--- src/rtl/vec_chunk_fifo_if.sv ---
// Chunk FIFO bus: producer-side write, consumer-side show-ahead read, status flags.
// The master drives writes/pops; the slave (the FIFO) drives data and status.
interface vec_chunk_fifo_if #(
  parameter int WorkingRegs = 4,
  parameter int NBits       = 16
);
  logic                                 wr_chunk;
  logic signed [WorkingRegs-1:0][NBits-1:0] wr_data;
  logic                                 rd_chunk;
  logic signed [WorkingRegs-1:0][NBits-1:0] rd_data;
  logic                                 vec_ready;
  logic                                 full;
  logic                                 overflow_err;
  logic                                 underflow_err;

  modport master (
    output wr_chunk, wr_data, rd_chunk,
    input  rd_data, vec_ready, full, overflow_err, underflow_err
  );

  modport slave (
    input  wr_chunk, wr_data, rd_chunk,
    output rd_data, vec_ready, full, overflow_err, underflow_err
  );
endinterface

--- src/rtl/vec_chunk_fifo.sv ---
// Circular chunk FIFO that only releases whole vectors to the consumer.
// Define VEC_CHUNK_FIFO_ERR_FLAGS_EN for sticky overflow/underflow flags.
module vec_chunk_fifo #(
  parameter int InVecLength = 8,
  parameter int NBits       = 16,
  parameter int WorkingRegs = 4,
  parameter int DepthVecs   = 2
) (
  input  logic           clk_in,
  input  logic           rst_in,
  vec_chunk_fifo_if.slave bus
);
  localparam int ChunksPerVec = (InVecLength + WorkingRegs - 1) / WorkingRegs;
  localparam int Total        = DepthVecs * ChunksPerVec;
  localparam int CntW         = $clog2(Total + 1);
  localparam int PtrW         = (Total > 1) ? $clog2(Total) : 1;
  localparam int IdxW         = (ChunksPerVec > 1) ? $clog2(ChunksPerVec) : 1;

  localparam logic [PtrW-1:0] LastSlot = PtrW'(Total - 1);
  localparam logic [IdxW-1:0] LastIdx  = IdxW'(ChunksPerVec - 1);
  localparam logic [CntW-1:0] TotalCnt = CntW'(Total);

  typedef logic signed [WorkingRegs-1:0][NBits-1:0] chunk_t;

  chunk_t          r_mem [Total];
  logic [PtrW-1:0] r_wr_ptr, r_rd_ptr;
  logic [IdxW-1:0] r_wr_idx, r_rd_idx;
  logic [CntW-1:0] r_count, r_committed;
  logic            r_vec_ready, r_full;

  logic            w_has_vec, w_is_full, w_pop, w_push, w_commit, w_retire;
  logic [CntW-1:0] w_count_nxt, w_comm_nxt;

  // A pop is legal only from a committed vector, so it never reaches a partial one.
  assign w_has_vec = (r_committed != '0);
  assign w_is_full = (r_count == TotalCnt);
  assign w_pop     = bus.rd_chunk & w_has_vec;
  assign w_push    = bus.wr_chunk & (~w_is_full | w_pop);
  assign w_commit  = w_push & (r_wr_idx == LastIdx);
  assign w_retire  = w_pop & (r_rd_idx == LastIdx);

  always_comb begin
    w_count_nxt = r_count;
    if (w_push && !w_pop)      w_count_nxt = r_count + CntW'(1);
    else if (w_pop && !w_push) w_count_nxt = r_count - CntW'(1);
    w_comm_nxt = r_committed;
    if (w_commit && !w_retire)      w_comm_nxt = r_committed + CntW'(1);
    else if (w_retire && !w_commit) w_comm_nxt = r_committed - CntW'(1);
  end

  always_ff @(posedge clk_in or posedge rst_in) begin
    if (rst_in) begin
      r_wr_ptr    <= '0;
      r_rd_ptr    <= '0;
      r_wr_idx    <= '0;
      r_rd_idx    <= '0;
      r_count     <= '0;
      r_committed <= '0;
      r_vec_ready <= 1'b0;
      r_full      <= 1'b0;
    end else begin
      if (w_push) begin
        r_wr_ptr <= (r_wr_ptr == LastSlot) ? '0 : r_wr_ptr + PtrW'(1);
        r_wr_idx <= (r_wr_idx == LastIdx) ? '0 : r_wr_idx + IdxW'(1);
      end
      if (w_pop) begin
        r_rd_ptr <= (r_rd_ptr == LastSlot) ? '0 : r_rd_ptr + PtrW'(1);
        r_rd_idx <= (r_rd_idx == LastIdx) ? '0 : r_rd_idx + IdxW'(1);
      end
      r_count     <= w_count_nxt;
      r_committed <= w_comm_nxt;
      r_vec_ready <= (w_comm_nxt != '0);
      r_full      <= (w_count_nxt == TotalCnt);
    end
  end

  // Storage is deliberately not reset.
  always_ff @(posedge clk_in) begin
    if (w_push) r_mem[r_wr_ptr] <= bus.wr_data;
  end

  assign bus.rd_data   = r_mem[r_rd_ptr];
  assign bus.vec_ready = r_vec_ready;
  assign bus.full      = r_full;

`ifdef VEC_CHUNK_FIFO_ERR_FLAGS_EN
  logic r_ovf, r_unf;
  always_ff @(posedge clk_in or posedge rst_in) begin
    if (rst_in) begin
      r_ovf <= 1'b0;
      r_unf <= 1'b0;
    end else begin
      if (bus.wr_chunk && !w_push)   r_ovf <= 1'b1;
      if (bus.rd_chunk && !w_has_vec) r_unf <= 1'b1;
    end
  end
  assign bus.overflow_err  = r_ovf;
  assign bus.underflow_err = r_unf;
`else
  assign bus.overflow_err  = 1'b0;
  assign bus.underflow_err = 1'b0;
`endif
endmodule

--- src/flat_wrapper.sv ---
// flat-port wrapper written by rule: the top's interface ports become plain ports
module vec_chunk_fifo_flat 
#(
  parameter int InVecLength = 8,
  parameter int NBits       = 16,
  parameter int WorkingRegs = 4,
  parameter int DepthVecs   = 2
)
  (clk_in, rst_in, bus_wr_chunk, bus_wr_data, bus_rd_chunk, bus_rd_data, bus_vec_ready, bus_full, bus_overflow_err, bus_underflow_err);
  vec_chunk_fifo_if #(.WorkingRegs(WorkingRegs), .NBits(NBits)) bus_i ();
  input  logic clk_in;
  input  logic rst_in;
  input wire logic [$bits(bus_i.wr_chunk)-1:0] bus_wr_chunk;
  input wire logic [$bits(bus_i.wr_data)-1:0] bus_wr_data;
  input wire logic [$bits(bus_i.rd_chunk)-1:0] bus_rd_chunk;
  output wire logic [$bits(bus_i.rd_data)-1:0] bus_rd_data;
  output wire logic [$bits(bus_i.vec_ready)-1:0] bus_vec_ready;
  output wire logic [$bits(bus_i.full)-1:0] bus_full;
  output wire logic [$bits(bus_i.overflow_err)-1:0] bus_overflow_err;
  output wire logic [$bits(bus_i.underflow_err)-1:0] bus_underflow_err;
  assign bus_i.wr_chunk = bus_wr_chunk;
  assign bus_i.wr_data = bus_wr_data;
  assign bus_i.rd_chunk = bus_rd_chunk;
  assign bus_rd_data = bus_i.rd_data;
  assign bus_vec_ready = bus_i.vec_ready;
  assign bus_full = bus_i.full;
  assign bus_overflow_err = bus_i.overflow_err;
  assign bus_underflow_err = bus_i.underflow_err;
  vec_chunk_fifo #(.InVecLength(InVecLength), .NBits(NBits), .WorkingRegs(WorkingRegs), .DepthVecs(DepthVecs)) u_core (.clk_in(clk_in), .rst_in(rst_in), .bus(bus_i));
endmodule
--- config.mk ---
export PLATFORM = sky130hd
export DESIGN_NAME = vec_chunk_fifo_flat
export DESIGN_NICKNAME = d
export VERILOG_FILES = /design/src/rtl/vec_chunk_fifo_if.sv /design/src/rtl/vec_chunk_fifo.sv /design/src/flat_wrapper.sv
export SDC_FILE = /design/constraint.sdc
export NUM_CORES = 1
export LEC_CHECK = 0
export ABC_AREA = 1
export ABC_CLOCK_PERIOD_IN_PS = 8100
export CAP_MARGIN = 20
export CORE_MARGIN = 2
export CORE_UTILIZATION = 61
export CTS_BUF_LIST = sky130_fd_sc_hd__clkbuf_2 sky130_fd_sc_hd__clkbuf_4 sky130_fd_sc_hd__clkbuf_8
export CTS_CLUSTER_SIZE = 8
export DETAILED_ROUTE_END_ITERATION = 6
export PLACE_DENSITY = 0.87
export SETUP_SLACK_MARGIN = 0.2
export SYNTH_ARGS = -nofsm -noshare
export SYNTH_HDL_FRONTEND = slang
export SYNTH_SLANG_ARGS = --single-unit
export TNS_END_PERCENT = 10
--- constraint.sdc ---
create_clock -name clk_in -period 8.1 [get_ports clk_in]
set_clock_uncertainty 0.15 [all_clocks]
set_input_delay 1.62 -clock clk_in [delete_from_list [all_inputs] [get_ports clk_in]]
set_output_delay 1.62 -clock clk_in [all_outputs]
set_load 0.01 [all_outputs]
==> results of run 1 <==
==> per-layer routing <==
| metal | global-route usage (%) | up-vias | wire, um |
|---|---|---|---|
| met5 | 0 | - | 0 |
| met4 | 10.2 | 0 | 533 |
| met3 | 4.08 | 40 | 1680 |
| met2 | 40.5 | 333 | 10900 |
| met1 | 33.0 | 3135 | 8830 |
| li1 | - | 2986 | - |
==> registers in the layout, indices dropped and copies added (netlist names) <==
signal	count
u_core.bus.full	1
u_core.bus.vec_ready	1
u_core.r_committed	3
u_core.r_count	3
u_core.r_mem	256
u_core.r_rd_idx	1
u_core.r_rd_ptr	2
u_core.r_wr_idx	1
u_core.r_wr_ptr	2
==> through the flow <==
stage	utilization [%]	hold slack [ns]	total power [mW]
2_1_floorplan	-	0.357	2.91
6_report	76.3	0.428	4.77
4_1_cts	76.1	0.430	4.78
3_3_place_gp	71.4	0.395	3.63
5_1_grt	76.3	0.455	5.01
3_5_place_dp	71.4	0.417	3.69
==> worst register-to-register path, cell delays in order, from the launching register on <==
cell and delay (ns):
dfrtp_1 0.37, inv_1 0.06, ha_1 0.20, ha_1 0.17, inv_1 0.08, nand2_2 0.08, nand2_2 0.09, nand2_1 0.32
nor2_4 0.79, buf_4 0.62
==> cell usage in the layout, fill, tap and decap left out, drive strengths merged <==
cell type | Yosys | final
nor2 | 143 | 143
nand4 | 1 | 1
xor2 | 3 | 3
nand3 | 7 | 7
inv | 29 | 29
ha | 11 | 11
o21ai | 133 | 133
buf | 21 | 8
xnor2 | 1 | 1
clkdlybuf4s50 | 0 | 133
edfxtp | 256 | 256
clkinvlp | 0 | 2
nand2 | 20 | 20
or2 | 1 | 1
o211ai | 1 | 1
o22ai | 64 | 64
clkinv | 0 | 2
clkbuf | 23 | 65
a21oi | 5 | 5
dfrtp | 14 | 14
conb | 1 | 2
==> worst paths after layout <==
| kind | startpoint | to | slack [ns] | depth (start not counted) |
|---|---|---|---|---|
| max in group asynchronous | rst_in | u_core.r_rd_ptr[0]$_DFFE_PP0N_ | 6.03 | 2 |
| hold / removal | u_core.r_rd_idx$_DFFE_PP0N_ | u_core.r_rd_idx$_DFFE_PP0N_ | 0.43 | 2 |
| min in group asynchronous | rst_in | u_core.r_committed[2]$_DFF_PP0_ | 1.32 | 2 |
| setup / recovery | u_core.r_rd_ptr[0]$_DFFE_PP0N_ | bus_rd_data[31] | 2.83 | 5 |
| setup reg to reg | u_core.r_committed[0]$_DFF_PP0_ | u_core.r_mem[0][0]$_DFFE_PP_ | 4.75 | 9 |
| hold reg to reg | u_core.r_rd_idx$_DFFE_PP0N_ | u_core.r_rd_idx$_DFFE_PP0N_ | 0.43 | 2 |
==> final cells by class <==
class	count	area (um2)
clock inverters	4	22.5
repair buffers	141	1400
fillers	969	3920
multi-input cells	392	1980
inverters	29	111
clock buffers	65	763
flip-flops and latches	270	8040
well taps	220	275
==> cell families after synthesis <==
logic type / count (synthesis) / synth area share, %
adder cells (fa/ha/maj): 11 / 1.34
AO/OA/AOI/OAI: 203 / 10.7
AND/OR/NAND/NOR: 172 / 6.51
buffers and inverters: 73 / 3.04
flip-flops: 270 / 78.0
other: 1 / 0.0364
XOR/XNOR: 4 / 0.340
==> report_power, final <==
group	switching, mW	total, mW	internal, mW
Clock	0.484	1.08	0.594
Sequential	0.108	1.95	1.85
Combinational	1.02	1.74	0.720
==> flow_results.org, run 1 <==
** Floorplan
- Initial core utilization :: 62.3%
- Measured along the x axis, the die boundary spans 134 um.
- Number of top-level pins :: 136
- After floorplanning, the core was sized to cover 16,500 um2.
- Die Footprint :: 17,900 um2
- In this run the core area contains 47 standard-cell rows.
- Y dimension of the die :: 134 um

** CTS
- CTS Buf Count :: 42
- The H-tree was split into 2 levels.
- Number of gates given a new drive strength after cts :: 0
- Clock-pin slew was measured on the worst setup and hold paths at 0.06 ns.
- Once the clock tree was built, the setup fixing pass inserted 0 buffers.
- Root cell of the clock tree :: clkbuf_8
- In this run, post-CTS hold repair placed 0 buffers.
- At the later pin of the worst-skew pair, clock insertion delay measures 0.53 ns.
- Clock sink total :: 270
- In this run the deepest clock path goes through 3 buffers.
- TritonCTS built the clock tree.

** Critical path
- The critical path goes through inv_4 -> buf_4 -> o21ai_0 -> o22ai_1 -> clkdlybuf4s50_1.
- Data arrives at the worst endpoint at 3.50 ns.
- The slowest stage of the critical path is the buf_4 cell.
- In this design, the stage delay of the slowest critical-path cell is 0.82 ns.
- Broken down by cell family, the worst path's largest delay share belongs to buffers and inverters.
- Biggest fanout along the worst timing path :: 90
- Together, buffers and inverters on the worst path number 3.
- The worst setup path is captured at a primary output.
- Worst endpoint required time :: 6.33 ns
- The critical path is of the reg2out type.
- STA classifies the critical path startpoint as a flop.

** Drt
- The routed layout has 6,494 vias.
- For this run, design rule violations remaining after detail routing come to 0.
- Remaining antenna violation count after routing :: 0
- Dividing the detail-routed via count by the number of cells gives 5.79.
- Final wirelength :: 22,000 um
- Average routed wire per standard cell :: 19.6 um
- The first TritonRoute pass finished after 7 iterations.
- Number of DRC markers after the initial detailed-route iteration :: 591

** STA
- At the pin with the least slew margin, the transition time is 0.945 ns.
- Setup total negative slack on the finished layout was measured at 0 ns.
- For this run, the top clock speed supported by timing is 190 MHz.
- Count of final hold-check violations :: 0
- Setup violations remaining at the end of the flow were counted as 0.
- Tmin final :: 5.27 ns
- Final setup slack of the worst path :: 2.83 ns
- The worst pin sits at a relative slew slack of 37.0%.
- After layout, the worst path uses 65.1% of the clock period.
- The final number of max-transition violations was 0.
- Setup repair after global routing missed its margin :: false

** Cells and area
- Layout Nets :: 955
- Share of final-layout standard cells stronger than drive strength 1 :: 9.99%
- The number of antenna diodes in the final layout is 0.
- Final standard cell count with taps included and fillers excluded :: 1,121
- After routing the design area is 12,600 um2.
- Compared with the post-synthesis result, the final layout area differs by 22.3%.

** Placed design
- Worst slack after detailed placement :: 3.42 ns
- Count of buffers inserted at the top-level ports :: 133
- Area post-placement :: 11,800 um2
- At the end of routability-driven placement, the weighted congestion stood at 0.727.
- Post-detail-place hpwl :: 11,700 um
- Once placement completed, the tool counted placed cells totaling 1,051.

** Logic synthesis
- Area fraction of the dominant cell type after synthesis :: 74.6%
- The mapped netlist covers 10,300 um2.
- Synth warn :: 0
- Syn_area_per_cell :: 14.0 um2
- Number of flip-flops and latches in the synthesized netlist :: 270
- Cell taking the most area after synthesis :: edfxtp_1
- Number of synthesized flops with an enable pin :: 256
- Top post-synthesis cells by area :: edfxtp_1 (75%), nor2_1 (5.2%), o21ai_0 (5.1%)
- Part of the Yosys area used for sequential elements :: 78.0%
- Fraction of registers with async set or reset after synthesis :: 5.19%
- Most frequent cells after synthesis :: edfxtp_1 (256), nor2_1 (143), o21ai_0 (104)
- The netlist uses 22 different library cells.
- Among all flip-flop cells after synthesis, the most frequent one is edfxtp_1.
- Counting every instance in the synthesized netlist gives 734.
- Library cell with the highest instance count after synthesis :: edfxtp_1

** Global route
- Global-route wire length before repair :: 33,600 um
- Via count of the first global-routing pass :: 6,519
- Global-route total usage across every layer :: 24.5%
- Total overflow reported by the global router :: 0
- Entering global routing, the biggest net connects 91 pins.
- The initial antenna violation count was 0.

** Pwr
- Reported leakage power :: 4.35 nW
- Pwr Density :: 379 nW/um2
- IR Drop Worst-Case VDD :: 0.222 mV

** Run status
- The run finished with clean final reports.

** Run
- Max-cap violation count :: 0

** Worst hold path
- The path class of the tightest hold or removal check is reg2reg.
No activity file was read; power rests on OpenSTA's default activity.
==> run 2: changes to the inputs <==
--- a/config.mk
+++ b/config.mk
@@ -6,14 +6,14 @@
 export NUM_CORES = 1
 export LEC_CHECK = 0
 export ABC_AREA = 1
-export ABC_CLOCK_PERIOD_IN_PS = 8100
+export ABC_CLOCK_PERIOD_IN_PS = 5500
 export CAP_MARGIN = 20
 export CORE_MARGIN = 2
-export CORE_UTILIZATION = 61
+export CORE_UTILIZATION = 57
 export CTS_BUF_LIST = sky130_fd_sc_hd__clkbuf_2 sky130_fd_sc_hd__clkbuf_4 sky130_fd_sc_hd__clkbuf_8
 export CTS_CLUSTER_SIZE = 8
 export DETAILED_ROUTE_END_ITERATION = 6
-export PLACE_DENSITY = 0.87
+export PLACE_DENSITY = 0.82
 export SETUP_SLACK_MARGIN = 0.2
 export SYNTH_ARGS = -nofsm -noshare
 export SYNTH_HDL_FRONTEND = slang
==> constraint.sdc (replaced) <==
create_clock -name clk_in -period 5.5 [get_ports clk_in]
set_clock_uncertainty 0.15 [all_clocks]
set_input_delay 1.1 -clock clk_in [delete_from_list [all_inputs] [get_ports clk_in]]
set_output_delay 1.1 -clock clk_in [all_outputs]
set_load 0.01 [all_outputs]
==> flow_results.org, run 2 (synthesized netlist as in run 1, its figures left out) <==
** Run status
- Status: finished, final reports clean (unchanged).

** Cells and area
- Count of fill cells added during filler insertion :: 1,142 (was 969)
- Share of final-layout standard cells stronger than drive strength 1 :: 10.4% (was 9.99%)
- The end-of-flow core utilization is 71.0% (was 76.3%).
- Number of flip-flops in the largest register :: 256 (unchanged)
- Register name with the most flops :: u_core.r_mem (unchanged)
- The most frequent standard cell in the layout excluding fill and tap cells is edfxtp_1 (unchanged).
- Combined area of the multi-input logic cells :: 1980 um2 (unchanged)
- Most frequent cells in the layout :: edfxtp_1 (256), nor2_1 (139), clkdlybuf4s50_1 (133), o21ai_0 (104), o22ai_1 (64) (unchanged)
- Sequential cell area :: 8040 um2 (unchanged)
- The synthesis-to-finish area growth was 22.9% (was 22.3%).
- The final layout net count is 960 (was 955).
- Largest registers :: u_core.r_mem x256, u_core.r_committed x3, u_core.r_count x3 (unchanged)

** Pwr
- The largest voltage drop on the vdd net was 0.331 mV (was 0.222 mV).
- The total power consumption of the routed design came to 7.02 mW (was 4.77 mW).
- The leakage dissipation came to 4.38 nW (was 4.35 nW).
- Sw Share :: 33.2% (was 33.8%)
- The clock share of power came to 22.8% (was 22.6%).
- Pwr Density :: 554 nW/um2 (was 379 nW/um2)
- The internal cell power came to 4.69 mW (was 3.16 mW).
- Power share of the sequential group :: 40.9% (about the same)
- Combinational group share of total power :: 36.2% (was 36.5%)
- The total net switching power came to 2.33 mW (was 1.61 mW).

** Drt
- Detailed-route via count :: 6,435 (was 6,494)
- The DRC marker count from the first detailed-route iteration came to 346 (was 591).
- Remaining antenna violation count after routing :: 0 (unchanged)
- Average via count per standard cell :: 5.67 (was 5.79)
- The total routed wirelength is 20,800 um (was 22,000 um).
- The post-detailed-route DRC marker count is 0 (unchanged).
- Average routed wire per standard cell :: 18.3 um (was 19.6 um)
- Number of search-and-repair iterations in the first detailed-routing pass :: 4 (was 7)

** STA
- Count of final hold-check violations :: 0 (unchanged)
- The setup total negative slack was 0 ns (unchanged).
- The headroom to the max-slew limit is 44.0% (was 37.0%).
- The final number of max-transition violations is 0 (unchanged).
- Transition time at the pin with the least slew margin :: 0.839 ns (was 0.945 ns)
- Setup repair after global routing missed its margin: false (unchanged).
- Fin crit share :: 83.3%
- Worst Hold Slack :: 0.407 ns (was 0.428 ns)
- The number of setup violations in the final report was 0 (unchanged).
- Derived from the worst setup path, the maximum achievable clock frequency is 218 MHz.
- The smallest clock period supported by the final layout is computed as 4.58 ns.

** Floorplan
- The initial core utilization came to 57.7% (was 62.3%).
- The width of the chip came to 138 um (was 134 um).
- The site row count is 49 (was 47).
- The I/O pin total was 136 (unchanged).
- Y dimension of the die :: 138 um (was 134 um)
- The die outline area is 19,200 um2 (was 17,900 um2).
- The core outline area was 17,800 um2 (was 16,500 um2).

** Critical path
- Family with the most delay on the worst path :: buffers and inverters (unchanged)
- Worst setup startpoint :: u_core.r_rd_ptr[0]$_DFFE_PP0N_ (unchanged)
- The termination of the worst setup path is bus_rd_data[11] (was bus_rd_data[31]).
- Logic depth of the worst path, buffers included :: 5 (unchanged)
- The number of buffers and inverters on the critical path came to 3 (unchanged).
- The largest incremental delay on the critical path came to 0.68 ns (was 0.82 ns).
- Arrival @ worst endpoint :: 3.33 ns (was 3.50 ns)
- Sort of element at the start of the critical path :: flop (unchanged)
- Worst path cell trace :: inv_4 -> buf_4 -> nor2_1 -> o22ai_1 -> clkdlybuf4s50_1 (was inv_4 -> buf_4 -> o21ai_0 -> o22ai_1 -> clkdlybuf4s50_1)
- The source of the worst register-to-register timing path was u_core.r_committed[0]$_DFF_PP0_ (unchanged).
- The kind of capture point of the worst setup path is a primary output (unchanged).
- Cell type of the slowest stage on the worst timing path :: dfrtp_4 (was buf_4)
- Worst R2R Path Depth :: 9 (unchanged)
- The worst path required time is 4.25 ns (was 6.33 ns).
- Biggest fanout along the worst timing path :: 85 (was 90)
- Critical R2R Capture :: u_core.r_mem[3][9]$_DFFE_PP_ (was u_core.r_mem[0][0]$_DFFE_PP_)
- The start-to-end type of the worst setup path is reg2out (unchanged).
- Worst R2R Setup Slack :: 2.51 ns (was 4.75 ns)

** Global route
- The global route total overflow is 0 (unchanged).
- Global-route wire length before repair :: 32,400 um (was 33,600 um)
- The aggregate global-route resource usage was 21.5% (was 24.5%).
- The maximum number of pins on one net before global-route repair came to 86 (was 91).
- The initial antenna violation count was 1 (was 0).
- Via count of the first global-routing pass :: 6,452 (was 6,519)

** CTS
- The quantity of gates resized following cts was 0 (unchanged).
- Worst-case clock buffer depth :: 3 (unchanged)
- The number of H-tree levels was 2 (unchanged).
- Clock Pin Slew Worst Setup and Hold Paths :: 0.06 ns (about the same)
- The clock tree from TritonCTS is yes (unchanged).
- The total clock buffers created by CTS came to 42 (unchanged).
- The clock tree root buffer cell is clkbuf_8 (unchanged).
- Clock sink total :: 270 (unchanged)
- Clk_lat worst skew :: 0.52 ns (was 0.53 ns)
- Post-cts hold buffer count :: 0 (unchanged)
- The buffers inserted during post-CTS setup optimization is 0 (unchanged).

** Worst hold path
- The instance count along the most critical hold path is 2 (unchanged).
- Classification of the worst-slack hold path :: reg2reg (unchanged)

** Placed design
- The routability congestion estimate came to 0.699 (was 0.727).
- The detailed placer's ending HPWL is 11,900 um (was 11,700 um).
- The number of buffers inserted by port buffering was 133 (unchanged).

** Run
- The count of max-cap constraint violations is 0 (unchanged).
[run 2: area by class of cell]
class                   count  area share, %
well taps                 229           2.26
multi-input cells         392           15.7
repair buffers            146           11.4
clock buffers              63           5.91
inverters                  29          0.879
clock inverters             4          0.366
diodes                      1         0.0198
flip-flops and latches    270           63.5
[run 2: worst register-to-register path: stages, from the launching register on]
cell,delay [ns]
dfrtp_1,0.37
inv_1,0.07
ha_1,0.20
ha_1,0.17
inv_1,0.09
nand2_2,0.09
nand2_2,0.10
nand2_1,0.32
nor2_4,0.76
buf_4,0.36
[run 2: layer usage]
layer / vias up / share of wire, % / global-route usage, %
met3: 56 / 7.0 / 5.40
met5: - / 0 / 0
li1: 3002 / - / -
met2: 252 / 49 / 35.6
met4: 0 / 3.5 / 9.77
met1: 3125 / 40 / 27.0
[run 2: how the worst min path moves through the flow]
stage	start	endpoint	slack (ns)
6_report	u_core.r_rd_idx$_DFFE_PP0N_	u_core.r_rd_idx$_DFFE_PP0N_	0.41
3_5_place_dp	u_core.r_rd_idx$_DFFE_PP0N_	u_core.r_rd_idx$_DFFE_PP0N_	0.40
3_3_place_gp	u_core.r_rd_idx$_DFFE_PP0N_	u_core.r_rd_idx$_DFFE_PP0N_	0.39
2_1_floorplan	u_core.r_rd_idx$_DFFE_PP0N_	u_core.r_rd_idx$_DFFE_PP0N_	0.36
5_1_grt	u_core.r_rd_idx$_DFFE_PP0N_	u_core.r_rd_idx$_DFFE_PP0N_	0.44
4_1_cts	u_core.r_rd_idx$_DFFE_PP0N_	u_core.r_rd_idx$_DFFE_PP0N_	0.41
[run 2: through the flow]
stage	cells	area [um2]	setup slack (ns)
2_1_floorplan	735	10300	0.732
3_3_place_gp	1066	11900	1.61
3_5_place_dp	1066	11900	1.50
4_1_cts	1133	12700	0.941
5_1_grt	1133	12700	0.797
6_report	1134	12700	0.921
[run 2: power by group through the flow]
stage / registers, mW / clock network (mW) / logic [mW]
2_1_floorplan: 2.87 / 0 / 1.41
3_3_place_gp: 2.89 / 0 / 2.49
3_5_place_dp: 2.91 / 0 / 2.55
4_1_cts: 2.87 / 1.62 / 2.56
5_1_grt: 2.90 / 1.71 / 2.78
6_report: 2.87 / 1.60 / 2.54
==> run 3: changes to the inputs <==
--- a/config.mk
+++ b/config.mk
@@ -6,7 +6,7 @@
 export NUM_CORES = 1
 export LEC_CHECK = 0
 export ABC_AREA = 1
-export ABC_CLOCK_PERIOD_IN_PS = 5500
+export ABC_CLOCK_PERIOD_IN_PS = 4300
 export CAP_MARGIN = 20
 export CORE_MARGIN = 2
 export CORE_UTILIZATION = 57
==> constraint.sdc (replaced) <==
create_clock -name clk_in -period 4.3 [get_ports clk_in]
set_clock_uncertainty 0.15 [all_clocks]
set_input_delay 0.86 -clock clk_in [delete_from_list [all_inputs] [get_ports clk_in]]
set_output_delay 0.86 -clock clk_in [all_outputs]
set_load 0.01 [all_outputs]
==> flow_results.org, run 3 (synthesized netlist as in run 1, its figures left out) <==
** Run status
- Status :: finished, final reports clean (unchanged)

** Global route
- The initial antenna violation count came to 1 (unchanged).
- Total overflow reported by the global router :: 0 (unchanged)
- The wire length of the first global-routing pass came to 32,100 um (was 32,400 um).
- The aggregate global-route resource usage came to 21.2% (was 21.5%).
- Via count of the first global-routing pass :: 6,337 (was 6,452)
- The maximum number of pins on one net before global-route repair is 131 (was 86).

** Pwr
- Reported leakage power :: 4.36 nW (was 4.38 nW)
- IR Drop Worst-Case VDD :: 0.418 mV (was 0.331 mV)
- The areal power density over the cells came to 702 nW/um2 (was 554 nW/um2).

** Drt
- Number of DRC markers after the initial detailed-route iteration :: 567 (was 346)
- Average routed wire per standard cell :: 18.0 um (was 18.3 um)
- Average via count per standard cell :: 5.66 (was 5.67)
- The routed via count was 6,408 (was 6,435).
- The number of search-and-repair iterations in the first detailed-routing pass was 4 (unchanged).
- DRC Markers :: 0 (unchanged)
- The number of routed nets with antenna violations was 0 (unchanged).
- The total routed wirelength came to 20,400 um (was 20,800 um).

** Critical path
- The worst setup slack for register-to-register paths is 1.55 ns (was 2.51 ns).
- The depth of the most critical reg-to-reg path is 9 (unchanged).
- The critical-path cell with the highest stage delay was clkdlybuf4s50_1 (was dfrtp_4).
- The launching element type of the critical path was a flop (unchanged).
- Biggest fanout along the worst timing path :: 41 (was 85)
- Critical path type :: reg2out (unchanged)
- The kind of capture point of the worst setup path was a primary output (unchanged).
- The cell family contributing the most delay on the critical path was buffers and inverters (unchanged).
- Worst path cell trace: inv_4 -> buf_4 -> nor2_1 -> o22ai_1 -> clkdlybuf4s50_1 (unchanged).
- The source of the worst register-to-register timing path was u_core.r_committed[0]$_DFF_PP0_ (unchanged).
- Worst endpoint required time :: 3.29 ns (was 4.25 ns)
- The reg-to-reg endpoint was u_core.r_mem[3][44]$_DFFE_PP_ (was u_core.r_mem[3][9]$_DFFE_PP_).
- Combined buffer and inverter count along the critical path :: 3 (unchanged)
- The data arrival time of the critical path came to 2.67 ns (was 3.33 ns).
- Max incr delay on CP :: 0.59 ns (was 0.68 ns)

** Cells and area
- Register name with the most flops :: u_core.r_mem (unchanged)
- Most frequent cells in the layout :: edfxtp_1 (256), nor2_1 (139), clkdlybuf4s50_1 (133), o21ai_0 (104), o22ai_1 (64) (unchanged)
- The number of filler cells placed in the layout came to 1,149 (was 1,142).
- Layout Nets :: 960 (unchanged)
- The most frequent standard cell in the layout excluding fill and tap cells was edfxtp_1 (unchanged).
- The number of flip-flops under the largest register name came to 256 (unchanged).
- Area added between synthesis and finish :: 22.8% (was 22.9%)
- Share of final-layout standard cells stronger than drive strength 1 :: 9.63% (was 10.4%)
- Largest registers :: u_core.r_mem x256, u_core.r_committed x3, u_core.r_count x3 (unchanged)
- The final design instance area without fill was 12,600 um2 (was 12,700 um2).

** Floorplan
- Core Rows :: 49 (unchanged)
- Number of top-level pins :: 136 (unchanged)
- The width of the chip came to 138 um (unchanged).
- Die Footprint :: 19,200 um2 (unchanged)
- Y dimension of the die :: 138 um (unchanged)
- The core outline area was 17,800 um2 (unchanged).
- The initial core utilization was 57.7% (unchanged).

** STA
- The final number of max-transition violations is 0 (unchanged).
- Worst Hold Slack :: 0.442 ns (was 0.407 ns)
- Fin crit share :: 85.7%
- Based on the critical path, the design can be clocked at up to 272 MHz.
- The final-report hold violation count was 0 (unchanged).
- Tmin final :: 3.68 ns
- The number of setup violations in the final report came to 0 (unchanged).
- Worst slew margin relative to its limit :: 52.8% (was 44.0%)
- The actual transition at the worst max-transition pin came to 0.708 ns (was 0.839 ns).
- Setup repair after global routing missed its margin :: false (unchanged)

** Worst hold path
- Classification of the worst-slack hold path :: reg2reg (unchanged)
- Hold path endpoint :: u_core.r_committed[1]$_DFF_PP0_ (was u_core.r_rd_idx$_DFFE_PP0N_)
- The startpoint of the lowest-slack hold path was u_core.r_committed[1]$_DFF_PP0_ (was u_core.r_rd_idx$_DFFE_PP0N_).
- Hold depth :: 2 (unchanged)

** CTS
- CTS Buf Count :: 42 (unchanged)
- The clock latency reported for the late side of the worst-skew pair is 0.52 ns (about the same).
- The maximum buffer depth of the clock tree was 3 (unchanged).
- The clock tree root buffer cell was clkbuf_8 (unchanged).
- The buffers inserted during post-CTS setup optimization was 0 (unchanged).
- Clock tree from TritonCTS :: yes (unchanged)
- The number of buffers added to fix hold violations after cts is 0 (unchanged).
- Number of gates given a new drive strength after cts :: 0 (unchanged)
- Clock Pin Slew Worst Setup and Hold Paths :: 0.06 ns (about the same)
- The number of clock sinks seen by CTS is 270 (unchanged).
- H-Tree Level Count :: 2 (unchanged)

** Placed design
- Area post-placement :: 11,900 um2 (about the same)
- The number of buffers inserted by port buffering was 133 (unchanged).
- The detailed placer's ending HPWL is 11,100 um (was 11,900 um).
- The routability congestion estimate is 0.724 (was 0.699).

** Run
- The count of max-cap constraint violations is 0 (unchanged).
## run 3: changes by cell type in the layout (fill, tap and decap cells not counted), sizes merged
cell	change
clkinv	+5
clkbuf	-6
inv	+1
bufinv	-1
## run 3: cell type report
cell class | instances | area (um2) | area share, %
inverter | 29 | 111 | 0.880
clock inverter | 9 | 45.0 | 0.356
multi-input combinational | 392 | 1980 | 15.7
tap | 229 | 287 | 2.27
timing repair buffer | 146 | 1480 | 11.7
antenna | 1 | 2.50 | 0.0198
sequential | 270 | 8040 | 63.6
clock buffer | 57 | 697 | 5.51
## run 3: how the worst max path moves through the flow
stage                                        start  cells past startpoint                           end
CTS                 u_core.r_rd_ptr[0]$_DFFE_PP0N_                      5               bus_rd_data[30]
global placement                      bus_rd_chunk                      6  u_core.r_mem[3][0]$_DFFE_PP_
floorplan                             bus_rd_chunk                      4  u_core.r_mem[0][0]$_DFFE_PP_
global route        u_core.r_rd_ptr[0]$_DFFE_PP0N_                      5               bus_rd_data[35]
finish              u_core.r_rd_ptr[0]$_DFFE_PP0N_                      5               bus_rd_data[30]
detailed placement                    bus_rd_chunk                      6  u_core.r_mem[3][0]$_DFFE_PP_
## run 3: worst min-delay path, cell delays in order (launching register included)
cell     delay [ns]
dfrtp_1        0.37
nand3_1        0.08
nand2_1        0.09
## run 3: report_power, final
group | switching, mW | total (mW) | leakage [nW] | internal (mW)
Combinational | 1.95 | 3.35 | 1.46 | 1.40
Sequential | 0.136 | 3.61 | 2.51 | 3.47
Clock | 0.882 | 1.92 | 0.391 | 1.04
## run 3: stage by stage
step	util, %	total power [mW]	setup TNS (ns)	cells	setup WS (ns)
after CTS	70.9	8.95	0	1132	0.603
after detailed placement	66.7	7.02	0	1066	1.10
final	70.9	8.88	0	1133	0.617
after floorplan	-	5.47	-58.42	735	-0.228
after global placement	66.7	6.93	0	1066	1.13
after global routing	70.9	9.38	0	1132	0.467
## run 3: per-layer routing
layer  GRT usage (%)  wire length [um]
met4            8.27               454
met5               0                 0
met1            27.2              8120
met3            4.23              1510
met2            35.9             10300
